--- config.mk ---
export PLATFORM = sky130hd
export DESIGN_NAME = multicycle_uop_sequencer_flat
export DESIGN_NICKNAME = d
export VERILOG_FILES = /design/src/rtl/useq_pkg.sv /design/src/rtl/multicycle_uop_sequencer_if.sv /design/src/rtl/useq_uop_decode.sv /design/src/rtl/multicycle_uop_sequencer.sv /design/src/flat_wrapper.sv
export SDC_FILE = /design/constraint.sdc
export NUM_CORES = 1
export LEC_CHECK = 0
export BUFFER_PORTS_ARGS = -buffer_cell sky130_fd_sc_hd__clkbuf_2
export CORE_UTILIZATION = 37
export DETAILED_ROUTE_END_ITERATION = 16
export GPL_ROUTABILITY_DRIVEN = 0
export PLACE_DENSITY_LB_ADDON = 0.2
export RECOVER_POWER = 25
export SYNTH_ARGS = -nofsm -noshare
export SYNTH_HDL_FRONTEND = slang
export SYNTH_HIERARCHICAL = 1
export SYNTH_SLANG_ARGS = --single-unit
export TNS_END_PERCENT = 20
--- constraint.sdc ---
create_clock -name clk -period 2.1 [get_ports clk]
set_clock_uncertainty 0.15 [all_clocks]
set_input_delay 0.21 -clock clk [delete_from_list [all_inputs] [get_ports clk]]
set_output_delay 0.21 -clock clk [all_outputs]
set_load 0.02 [all_outputs]
--- src/rtl/useq_pkg.sv ---
// Shared types and constants for the multicycle micro-op sequencer.
// Optional XCHGM expansion is enabled by defining USEQ_XCHGM_EN.
package useq_pkg;

    localparam logic [5:0] OP_SWP   = 6'b111111;
    localparam logic [5:0] OP_XCHGM = 6'b111110;

    localparam logic [3:0] EXEC_ADD  = 4'b0000;
    localparam logic [3:0] EXEC_SWP1 = 4'b1100;
    localparam logic [3:0] EXEC_SWP2 = 4'b1101;

    localparam logic [1:0] SEL_NONE   = 2'b00;
    localparam logic [1:0] SEL_FIRST  = 2'b01;
    localparam logic [1:0] SEL_SECOND = 2'b10;
    localparam logic [1:0] SEL_TEMP   = 2'b11;

    typedef enum logic [2:0] {
        S_IDLE  = 3'd0,
        S_SWP_A = 3'd1,
        S_SWP_B = 3'd2
`ifdef USEQ_XCHGM_EN
        ,
        S_MX_LD = 3'd3,
        S_MX_ST = 3'd4,
        S_MX_WB = 3'd5
`endif
    } state_e;

    typedef struct packed {
        logic [3:0] exec_cmd;
        logic [1:0] swp_sel;
        logic       wb_en;
        logic       mem_r_en;
        logic       mem_w_en;
        logic       freeze;
        logic       last;
    } uop_t;

    // First micro-op state for an opcode; S_IDLE means "not sequenced".
    function automatic state_e start_state(input logic [5:0] op);
        start_state = S_IDLE;
        if (op == OP_SWP)
            start_state = S_SWP_A;
`ifdef USEQ_XCHGM_EN
        if (op == OP_XCHGM)
            start_state = S_MX_LD;
`endif
    endfunction

    function automatic state_e seq_next(input state_e s);
        seq_next = S_IDLE;
        unique case (s)
            S_SWP_A: seq_next = S_SWP_B;
`ifdef USEQ_XCHGM_EN
            S_MX_LD: seq_next = S_MX_ST;
            S_MX_ST: seq_next = S_MX_WB;
`endif
            default: seq_next = S_IDLE;
        endcase
    endfunction

endpackage

--- src/rtl/multicycle_uop_sequencer_if.sv ---
// ID-stage bundle between the pipeline and the micro-op sequencer.
// Carries the XCHGM enables too; they stay 0 unless USEQ_XCHGM_EN is set.
interface multicycle_uop_sequencer_if;

    logic        id_valid;
    logic [5:0]  opcode;
    logic        hazard_stall;
    logic        flush;

    logic        freeze;
    logic        seq_active;
    logic        uop_valid;
    logic [3:0]  exec_cmd;
    logic [1:0]  swp_sel;
    logic        wb_en;
    logic        mem_r_en;
    logic        mem_w_en;
    logic [15:0] seq_done_cnt;

    modport master (
        output id_valid, opcode, hazard_stall, flush,
        input  freeze, seq_active, uop_valid, exec_cmd, swp_sel,
        input  wb_en, mem_r_en, mem_w_en, seq_done_cnt
    );

    modport slave (
        input  id_valid, opcode, hazard_stall, flush,
        output freeze, seq_active, uop_valid, exec_cmd, swp_sel,
        output wb_en, mem_r_en, mem_w_en, seq_done_cnt
    );

endinterface

--- src/rtl/useq_uop_decode.sv ---
// State-to-control-bundle decoder for the micro-op sequencer.
// MX_* rows exist only when USEQ_XCHGM_EN is defined.
module useq_uop_decode
    import useq_pkg::*;
(
    input  state_e state,
    output uop_t   uop
);

    always_comb begin
        uop          = '0;
        uop.exec_cmd = EXEC_ADD;
        uop.swp_sel  = SEL_NONE;
        unique case (state)
            S_SWP_A: begin
                uop.exec_cmd = EXEC_SWP1;
                uop.swp_sel  = SEL_FIRST;
                uop.wb_en    = 1'b1;
                uop.freeze   = 1'b1;
            end
            S_SWP_B: begin
                uop.exec_cmd = EXEC_SWP2;
                uop.swp_sel  = SEL_SECOND;
                uop.wb_en    = 1'b1;
                uop.last     = 1'b1;
            end
`ifdef USEQ_XCHGM_EN
            S_MX_LD: begin
                uop.swp_sel  = SEL_TEMP;
                uop.mem_r_en = 1'b1;
                uop.freeze   = 1'b1;
            end
            S_MX_ST: begin
                uop.mem_w_en = 1'b1;
                uop.freeze   = 1'b1;
            end
            S_MX_WB: begin
                uop.swp_sel  = SEL_TEMP;
                uop.wb_en    = 1'b1;
                uop.last     = 1'b1;
            end
`endif
            default: begin
                uop.exec_cmd = EXEC_ADD;
                uop.swp_sel  = SEL_NONE;
            end
        endcase
    end

endmodule

--- src/rtl/multicycle_uop_sequencer.sv ---
// Expands multi-cycle opcodes (SWP; XCHGM with USEQ_XCHGM_EN) into micro-ops,
// freezing IF/ID and overriding the ID control bundle while a sequence runs.
module multicycle_uop_sequencer
    import useq_pkg::*;
(
    input  logic                      clk,
    input  logic                      rst_n,
    multicycle_uop_sequencer_if.slave bus
);

    state_e      state_q;
    state_e      state_d;
    state_e      first;
    uop_t        uop;
    logic [15:0] cnt_q;
    logic        busy;
    logic        start;
    logic        live;
    logic        done;

    useq_uop_decode u_dec (
        .state (state_q),
        .uop   (uop)
    );

    assign first = start_state(bus.opcode);
    assign busy  = (state_q != S_IDLE);

    // rst_n gates start so every output reads 0 while reset is held.
    assign start = rst_n & ~busy & bus.id_valid
                 & ~bus.hazard_stall & ~bus.flush
                 & (first != S_IDLE);

    assign live = busy & ~bus.hazard_stall & ~bus.flush;
    assign done = live & uop.last;

    always_comb begin
        state_d = state_q;
        if (bus.flush)
            state_d = S_IDLE;
        else if (start)
            state_d = first;
        else if (busy && !bus.hazard_stall)
            state_d = seq_next(state_q);
    end

    always_ff @(posedge clk or negedge rst_n) begin
        if (!rst_n)
            state_q <= S_IDLE;
        else
            state_q <= state_d;
    end

    always_ff @(posedge clk or negedge rst_n) begin
        if (!rst_n)
            cnt_q <= '0;
        else if (done)
            cnt_q <= cnt_q + 16'd1;
    end

    // A flushed micro-op releases the freeze so IF/ID can take the redirect.
    assign bus.freeze = busy
                      ? (~bus.flush & (uop.freeze | bus.hazard_stall))
                      : start;

    assign bus.seq_active   = busy;
    assign bus.uop_valid    = live;
    assign bus.exec_cmd     = uop.exec_cmd;
    assign bus.swp_sel      = uop.swp_sel;
    assign bus.wb_en        = uop.wb_en & live;
    assign bus.mem_r_en     = uop.mem_r_en & live;
    assign bus.mem_w_en     = uop.mem_w_en & live;
    assign bus.seq_done_cnt = cnt_q;

endmodule

--- src/flat_wrapper.sv ---
// flat-port wrapper written by rule: the top's interface ports become plain ports
module multicycle_uop_sequencer_flat import useq_pkg::*;
  (clk, rst_n, bus_id_valid, bus_opcode, bus_hazard_stall, bus_flush, bus_freeze, bus_seq_active, bus_uop_valid, bus_exec_cmd, bus_swp_sel, bus_wb_en, bus_mem_r_en, bus_mem_w_en, bus_seq_done_cnt);
  multicycle_uop_sequencer_if bus_i ();
  input  logic clk;
  input  logic rst_n;
  input wire logic [$bits(bus_i.id_valid)-1:0] bus_id_valid;
  input wire logic [$bits(bus_i.opcode)-1:0] bus_opcode;
  input wire logic [$bits(bus_i.hazard_stall)-1:0] bus_hazard_stall;
  input wire logic [$bits(bus_i.flush)-1:0] bus_flush;
  output wire logic [$bits(bus_i.freeze)-1:0] bus_freeze;
  output wire logic [$bits(bus_i.seq_active)-1:0] bus_seq_active;
  output wire logic [$bits(bus_i.uop_valid)-1:0] bus_uop_valid;
  output wire logic [$bits(bus_i.exec_cmd)-1:0] bus_exec_cmd;
  output wire logic [$bits(bus_i.swp_sel)-1:0] bus_swp_sel;
  output wire logic [$bits(bus_i.wb_en)-1:0] bus_wb_en;
  output wire logic [$bits(bus_i.mem_r_en)-1:0] bus_mem_r_en;
  output wire logic [$bits(bus_i.mem_w_en)-1:0] bus_mem_w_en;
  output wire logic [$bits(bus_i.seq_done_cnt)-1:0] bus_seq_done_cnt;
  assign bus_i.id_valid = bus_id_valid;
  assign bus_i.opcode = bus_opcode;
  assign bus_i.hazard_stall = bus_hazard_stall;
  assign bus_i.flush = bus_flush;
  assign bus_freeze = bus_i.freeze;
  assign bus_seq_active = bus_i.seq_active;
  assign bus_uop_valid = bus_i.uop_valid;
  assign bus_exec_cmd = bus_i.exec_cmd;
  assign bus_swp_sel = bus_i.swp_sel;
  assign bus_wb_en = bus_i.wb_en;
  assign bus_mem_r_en = bus_i.mem_r_en;
  assign bus_mem_w_en = bus_i.mem_w_en;
  assign bus_seq_done_cnt = bus_i.seq_done_cnt;
  multicycle_uop_sequencer u_core (.clk(clk), .rst_n(rst_n), .bus(bus_i));
endmodule
==> results of run 1 <==
==> worst max-delay path, stage by stage, from the launching register on <==
cell and delay (ns):
dfrtp_1 0.43, buf_4 0.17, nand2b_1 0.18, a21oi_1 0.25, and3_1 0.19, clkbuf_2 0.16
==> placed cells by master (no fill, tap or decap), drive strengths merged <==
master and instances:
ha 1, nand3 4, and3 6, nand4 6, nor4 1, nor3 4
dfrtp 18, and4 1, mux2 1, inv 2, o21ai 1, clkbuf 39
dlygate4sd3 2, a21oi 4, nand2b 2, xor2 6, xnor2 9, nor2 9
nor4b 2, buf 8, nand2 10, conb 7
==> power groups by stage <==
stage	combinational (mW)	clock [mW]	sequential, mW
4_1_cts	0.0354	0.228	0.348
6_report	0.0344	0.218	0.348
2_1_floorplan	0.0146	0	0.356
3_3_place_gp	0.0309	0	0.355
3_5_place_dp	0.0318	0	0.355
5_1_grt	0.0390	0.241	0.349
==> registers in the layout (all words and copies together) (netlist names) <==
register / flops
u_core/bus.seq_done_cnt: 16
u_core/state_q: 2
==> metal layers <==
| layer | part of all wire (%) | wire (microns) | global-route usage, % | up-vias |
|---|---|---|---|---|
| met5 | 0 | 0 | 0 | - |
| met1 | 47 | 1010 | 23.2 | 380 |
| met4 | 0 | 0 | 5.13 | 0 |
| li1 | - | - | - | 409 |
| met2 | 49 | 1050 | 24.4 | 19 |
| met3 | 4.0 | 87 | 6.11 | 0 |
==> through the flow <==
stage / util, % / std cells / instance area [sq um]
CTS: 50.6 / 169 / 1280
floorplan: - / 102 / 1030
global placement: 47.3 / 161 / 1190
detailed placement: 47.3 / 161 / 1190
global route: 52.9 / 173 / 1340
finish: 52.9 / 173 / 1340
==> repair_timing <==
item | in CTS | in global routing
hold buffers | 2 | 0
endpoints found under the hold margin | 19 | 0
gates resized for setup | 3 | 7
setup endpoints to repair | 1 | 5
pin swaps | 1 | 5
setup buffers | 2 | 4
==> layout make-up <==
cell class | count | share of cell area [%]
inverters | 2 | 0.750
flip-flops and latches | 18 | 33.7
multi-input cells | 74 | 41.0
repair buffers | 45 | 19.0
clock buffers | 4 | 2.72
well taps | 30 | 2.81
==> cells by family after synthesis <==
kind of cell / synth area share (%)
fa+ha+maj: 1.24
xor+xnor: 13.0
compound gates: 2.48
other cells: 0.744
simple gates: 29.7
mux: 1.12
flops: 44.6
buf+inv: 7.06
==> how the worst max path moves through the flow <==
stage	endpoint	depth (start not counted)	start
final	bus_wb_en	5	u_core/state_q[1]
after CTS	bus_freeze	6	u_core/state_q[1]
after global placement	bus_freeze	6	u_core/state_q[0]
after global routing	bus_wb_en	5	u_core/state_q[1]
after floorplan	bus_freeze	5	u_core/state_q[0]
after detailed placement	bus_freeze	6	u_core/state_q[0]
==> results.toml, run 1 <==
[power]
seqPwrFrac_pct = 58.0
p_int_mw = 0.465
combPwrFrac_pct = 5.7
power_frac_clock_pct = 36.3
power_density_mw_per_mm2 = 450
p_switching_mw = 0.136
p_sw_share_pct = 22.6
p_leak_nw = 0.712
ir_worst_vdd_v = 0.000290
power_mw = 0.601

[synthesis]
yosys-top-cells-area = "dfrtp_1, xnor2_1, buf_4, xor2_1, nand2_1"
avgSynthCellArea_sq_um = 10.4
netlist_top_cells_count = "dfrtp_1, nand2_1, xnor2_1, buf_4, nor2_1"
synth_top_area_share_pct = 44.6
post-synth-top-count-cell = "dfrtp_1"
synth_top_cell_by_area = "dfrtp_1"
yosysWarnings = 6
ys.flop_type = "dfrtp_1"
synthArstFlopShare_pct = 100
ys_ff_latch = 18
ys_types = 28
synth-edff-count = 0
mappedNetlistArea_sq_mm = 0.00101
ys_seq_area_share_pct = 44.6
syn_inst = 97

[cells_and_area]
final_layout_size_suffix_gt1_share_pct = 44.1
antenna_cells = 0
nFillCells = 239
seq_area_sq_um = 450
nNetsFinal = 156
multiInputGateArea_sq_um = 547
area_growth_pct = 32.2

[placement]
hpwl_microns = 1500
io_buffer_count = 35
pre_cts_ws_ns = 0.208

[die]
core-area_sq_mm = 0.00252
die-area_sq_mm = 0.00294
ios = 39
dieWidth_microns = 54.2
initial_utilization_pct = 40.0
die_y_microns = 54.2
num_rows = 18

[global_route]
grt_max_degree = 19
grt-ovfl-total = 0
grt_pass1_wl_microns = 3400
antenna_found_initial = 0
grt_util_all_layers_pct = 16.8
grt_pass1_vias = 752

[timing]
setup_tns_ns = 0
hold_slack_ns = 0.0258
final.setup.worst_slack_ns = 0.0639
setup_viol = 0
finalHoldViolCount = 0
maxSlewHeadroom_pct = 36.2
maxSlewViolCount = 0
rsz0062_at_grt = "true"
fmax_mhz = 491
finalCritPeriodShare_pct = 97.0
worst_pin_slew_ns = 0.957
min_period_ns = 2.04

[cts]
insertion_delay_ns = 0.30
cts_buffers = 3
clkTransAtPathRegs_ns = 0.10
cts_buffer_depth = 2
cts_tree = "done"
clock_tree.root_cell = "clkbuf_4"
cts.sinks = 18
h-tree-depth = 1

[drt]
viasPerCell = 4.67
num_vias = 808
avgRoutedWirePerCell_microns = 12.4
final_antenna_net_count = 0
drc_errors = 0
wl_microns = 2150
firstDrtPassIters = 4
initialDrtViolationCount = 14

[setup_path]
path_class = "reg -> out"
cp-end-kind = "primary output"
reg2reg_from = "u_core/state_q[0]"
crit_path_start_kind = "register"
worstPathRequired_ns = 1.74
crit_arrival_ns = 1.68
timing.rr.end = "u_core/bus.seq_done_cnt[7]"
crit_fanout = 4
worstRegToRegCells = 8
rrSetupSlack_ns = 0.12

[status]
outcome = "complete, no violations"

[run]
max-cap-violations = 0

[min_path]
min-delay-start = "bus_flush"
min_path_type = "in -> reg"
worstHoldPathCells = 2
holdPathEnd = "u_core/state_q[1]"
No activity file was read; power rests on OpenSTA's default activity.
==> run 2: changes to the inputs <==
--- a/config.mk
+++ b/config.mk
@@ -5,8 +5,11 @@
 export SDC_FILE = /design/constraint.sdc
 export NUM_CORES = 1
 export LEC_CHECK = 0
+export ABC_AREA = 1
 export BUFFER_PORTS_ARGS = -buffer_cell sky130_fd_sc_hd__clkbuf_2
-export CORE_UTILIZATION = 37
+export CELL_PAD_IN_SITES_DETAIL_PLACEMENT = 0
+export CELL_PAD_IN_SITES_GLOBAL_PLACEMENT = 1
+export CORE_UTILIZATION = 34
 export DETAILED_ROUTE_END_ITERATION = 16
 export GPL_ROUTABILITY_DRIVEN = 0
 export PLACE_DENSITY_LB_ADDON = 0.2
==> run 2 against run 1 <==
Net effect: combinational power shrank 17%; critical path depth grew 1; worst hold slack gained 0.042 ns; wire length grew 13%; register-to-register slack gained 0.30 ns; non-clock buffer count shrank 8; sequential share of layout area shrank 1.6 points; largest power group unchanged; highest routed layer is now met4.
==> results.toml, run 2 <==
[setup_path]
crit_fanout = 2
crit_path_start_kind = "input pin"
path_class = "in -> out"
cpPeakStageDelay_ns = 0.52
worstPathRequired_ns = 1.74
worstRegToRegCells = 7
crit_buf_inv = 3
timing.rr.end = "u_core/bus.seq_done_cnt[2]"
reg2reg_from = "u_core/state_q[0]"
cp-end-kind = "primary output"
rrSetupSlack_ns = 0.42
cpMaxStageDelayCell = "dlygate4sd3_1"
cpLargestDelayFamily = "buffers and inverters"
crit_arrival_ns = 1.60
path_cells = "dlygate4sd3_1 -> clkbuf_1 -> nand4_1 -> or3_1 -> nand2_1 -> clkbuf_2"

[power]
power_density_mw_per_mm2 = 421
ir_worst_vdd_v = 0.000282
power_frac_clock_pct = 36.4
p_leak_nw = 0.768
p_switching_mw = 0.128
p_int_mw = 0.462
p_sw_share_pct = 21.6
combPwrFrac_pct = 4.9
seqPwrFrac_pct = 58.7
power_mw = 0.590

[synthesis]
netlist_top_cells_count = "nand2_1, inv_1, dfrtp_1, nor2_1, nand3_1"
post-synth-top-count-cell = "nand2_1"
yosysWarnings = 6
synth_top_area_share_pct = 38.4
muxShareOfSynthArea_pct = 0
yosys-top-cells-area = "dfrtp_1, nand2_1, inv_1, nor2_1, nor2_4"
synth_top_cell_by_area = "dfrtp_1"
ys_seq_area_share_pct = 38.4
synthArstFlopShare_pct = 100
ys_ff_latch = 18
ys_types = 21
synth_simple_gate_area_share_pct = 39.1
synth_fa_ha_area_share_pct = 1.07
ys.flop_type = "dfrtp_1"
synth-edff-count = 0
syn_inst = 161
synth_compound_area_share_pct = 1.71
synth_top_family_by_area = "simple AND/OR/NAND/NOR gates"
mappedNetlistArea_sq_mm = 0.00117
synthXorXnorAreaFrac_pct = 5.98
avgSynthCellArea_sq_um = 7.28

[drt]
viasPerCell = 4.27
initialDrtViolationCount = 26
drc_errors = 0
num_vias = 1029
firstDrtPassIters = 4
avgRoutedWirePerCell_microns = 10.0
wl_microns = 2420
final_antenna_net_count = 0

[cts]
clkTransAtPathRegs_ns = 0.10
post_cts_buffers = 0
cts.sinks = 18
clock_tree.root_cell = "clkbuf_4"
insertion_delay_ns = 0.29
cts_buffers = 3
h-tree-depth = 1
cts_buffer_depth = 2
cts_tree = "done"

[timing]
worst_pin_slew_ns = 1.02
fmax_mhz = 511
maxSlewHeadroom_pct = 32.1
rsz0062_at_grt = "false"
finalHoldViolCount = 0
min_period_ns = 1.96
setup_viol = 0
setup_tns_ns = 0
final.setup.worst_slack_ns = 0.141
finalCritPeriodShare_pct = 93.3
maxSlewViolCount = 0

[die]
die_y_microns = 60.7
dieWidth_microns = 60.7
num_rows = 20
core-area_sq_mm = 0.00315
initial_utilization_pct = 37.2
die-area_sq_mm = 0.00369
ios = 39

[global_route]
antenna_found_initial = 0
grt_max_degree = 19
grt_pass1_vias = 888
grt_util_all_layers_pct = 14.8
grt_pass1_wl_microns = 3950
grt-ovfl-total = 0

[cells_and_area]
antenna_cells = 0
final_layout_size_suffix_gt1_share_pct = 25.9
area_growth_pct = 19.5
fin_util_pct = 44.4
finalInstanceArea_sq_mm = 0.00140
largest_reg_flops = 16
layout_commonest_cell = "nand2_1"
nNetsFinal = 210
layout_common_cells = "nand2_1, clkbuf_2, inv_1"

[min_path]
min_path_type = "in -> reg"
holdPathEnd = "u_core/state_q[0]"
min-delay-start = "bus_hazard_stall"
worstHoldPathCells = 3

[run]
max-cap-violations = 0

[status]
outcome = "complete, no violations"

[placement]
pre_cts_ws_ns = 0.423
io_buffer_count = 35
dpl_cell_area_sq_mm = 0.00136
hpwl_microns = 1960
## run 2: cell types whose count changed after synthesis, sizes merged, moves of 4 or more
cell	previous run	this run
nand3	4	10
a21oi	4	0
and3	6	0
nor2	9	24
nand2	10	53
inv	2	24
xnor2	9	3
## run 2: layout make-up
cell class,count,area [sq um]
flip-flops and latches,18,450
well taps,44,55.1
inverters,24,90.1
repair buffers,37,188
fillers,363,1750
clock buffers,4,36.3
multi-input cells,114,582
## run 2: cells by family after synthesis
| logic type | Yosys count |
|---|---|
| xor gates and xnor gates | 8 |
| buffers and inverters | 32 |
| other | 2 |
| and+or+nand+nor | 96 |
| adders and majority gates | 1 |
| DFF | 18 |
| AOI/OAI and AO/OA | 4 |
## run 2: timing repair
item	4_1_cts	5_1_grt
hold buffers	1	0
endpoints found under the setup margin	0	1
hold endpoints to repair	18	0
gates resized for setup	0	1
## run 2: metal layers
| layer | part of all wire (%) | track usage (%) |
|---|---|---|
| met1 | 53 | 20.4 |
| met3 | 3.3 | 2.56 |
| met2 | 42 | 22.8 |
| met5 | 0 | 0 |
| met4 | 1.8 | 6.82 |
## run 2: worst min-delay path, stage by stage
cell,delay [ns]
clkbuf_2,0.13
nand3_1,0.09
nand2_1,0.05
## run 2: worst max-delay path by stage
stage                                        to                       start  cells past startpoint
floorplan           u_core/bus.seq_done_cnt[14]  u_core/bus.seq_done_cnt[0]                      8
global placement     u_core/bus.seq_done_cnt[2]           u_core/state_q[0]                      7
detailed placement                   bus_freeze           u_core/state_q[0]                      5
CTS                                  bus_freeze           u_core/state_q[0]                      5
global route                         bus_freeze           u_core/state_q[0]                      5
finish                               bus_freeze                       rst_n                      6
## run 2: power by group through the flow
stage / Clock (mW) / Combinational, mW / Sequential [mW]
CTS: 0.227 / 0.0305 / 0.347
floorplan: 0 / 0.0121 / 0.353
global route: 0.240 / 0.0338 / 0.347
detailed placement: 0 / 0.0290 / 0.353
finish: 0.215 / 0.0287 / 0.346
global placement: 0 / 0.0286 / 0.353
## run 2: metrics by stage
step | hold slack, ns | instances
2_1_floorplan | -0.236 | 164
3_3_place_gp | 0.0744 | 236
3_5_place_dp | 0.0753 | 236
4_1_cts | 0.0603 | 241
5_1_grt | 0.0873 | 241
6_report | 0.0682 | 241
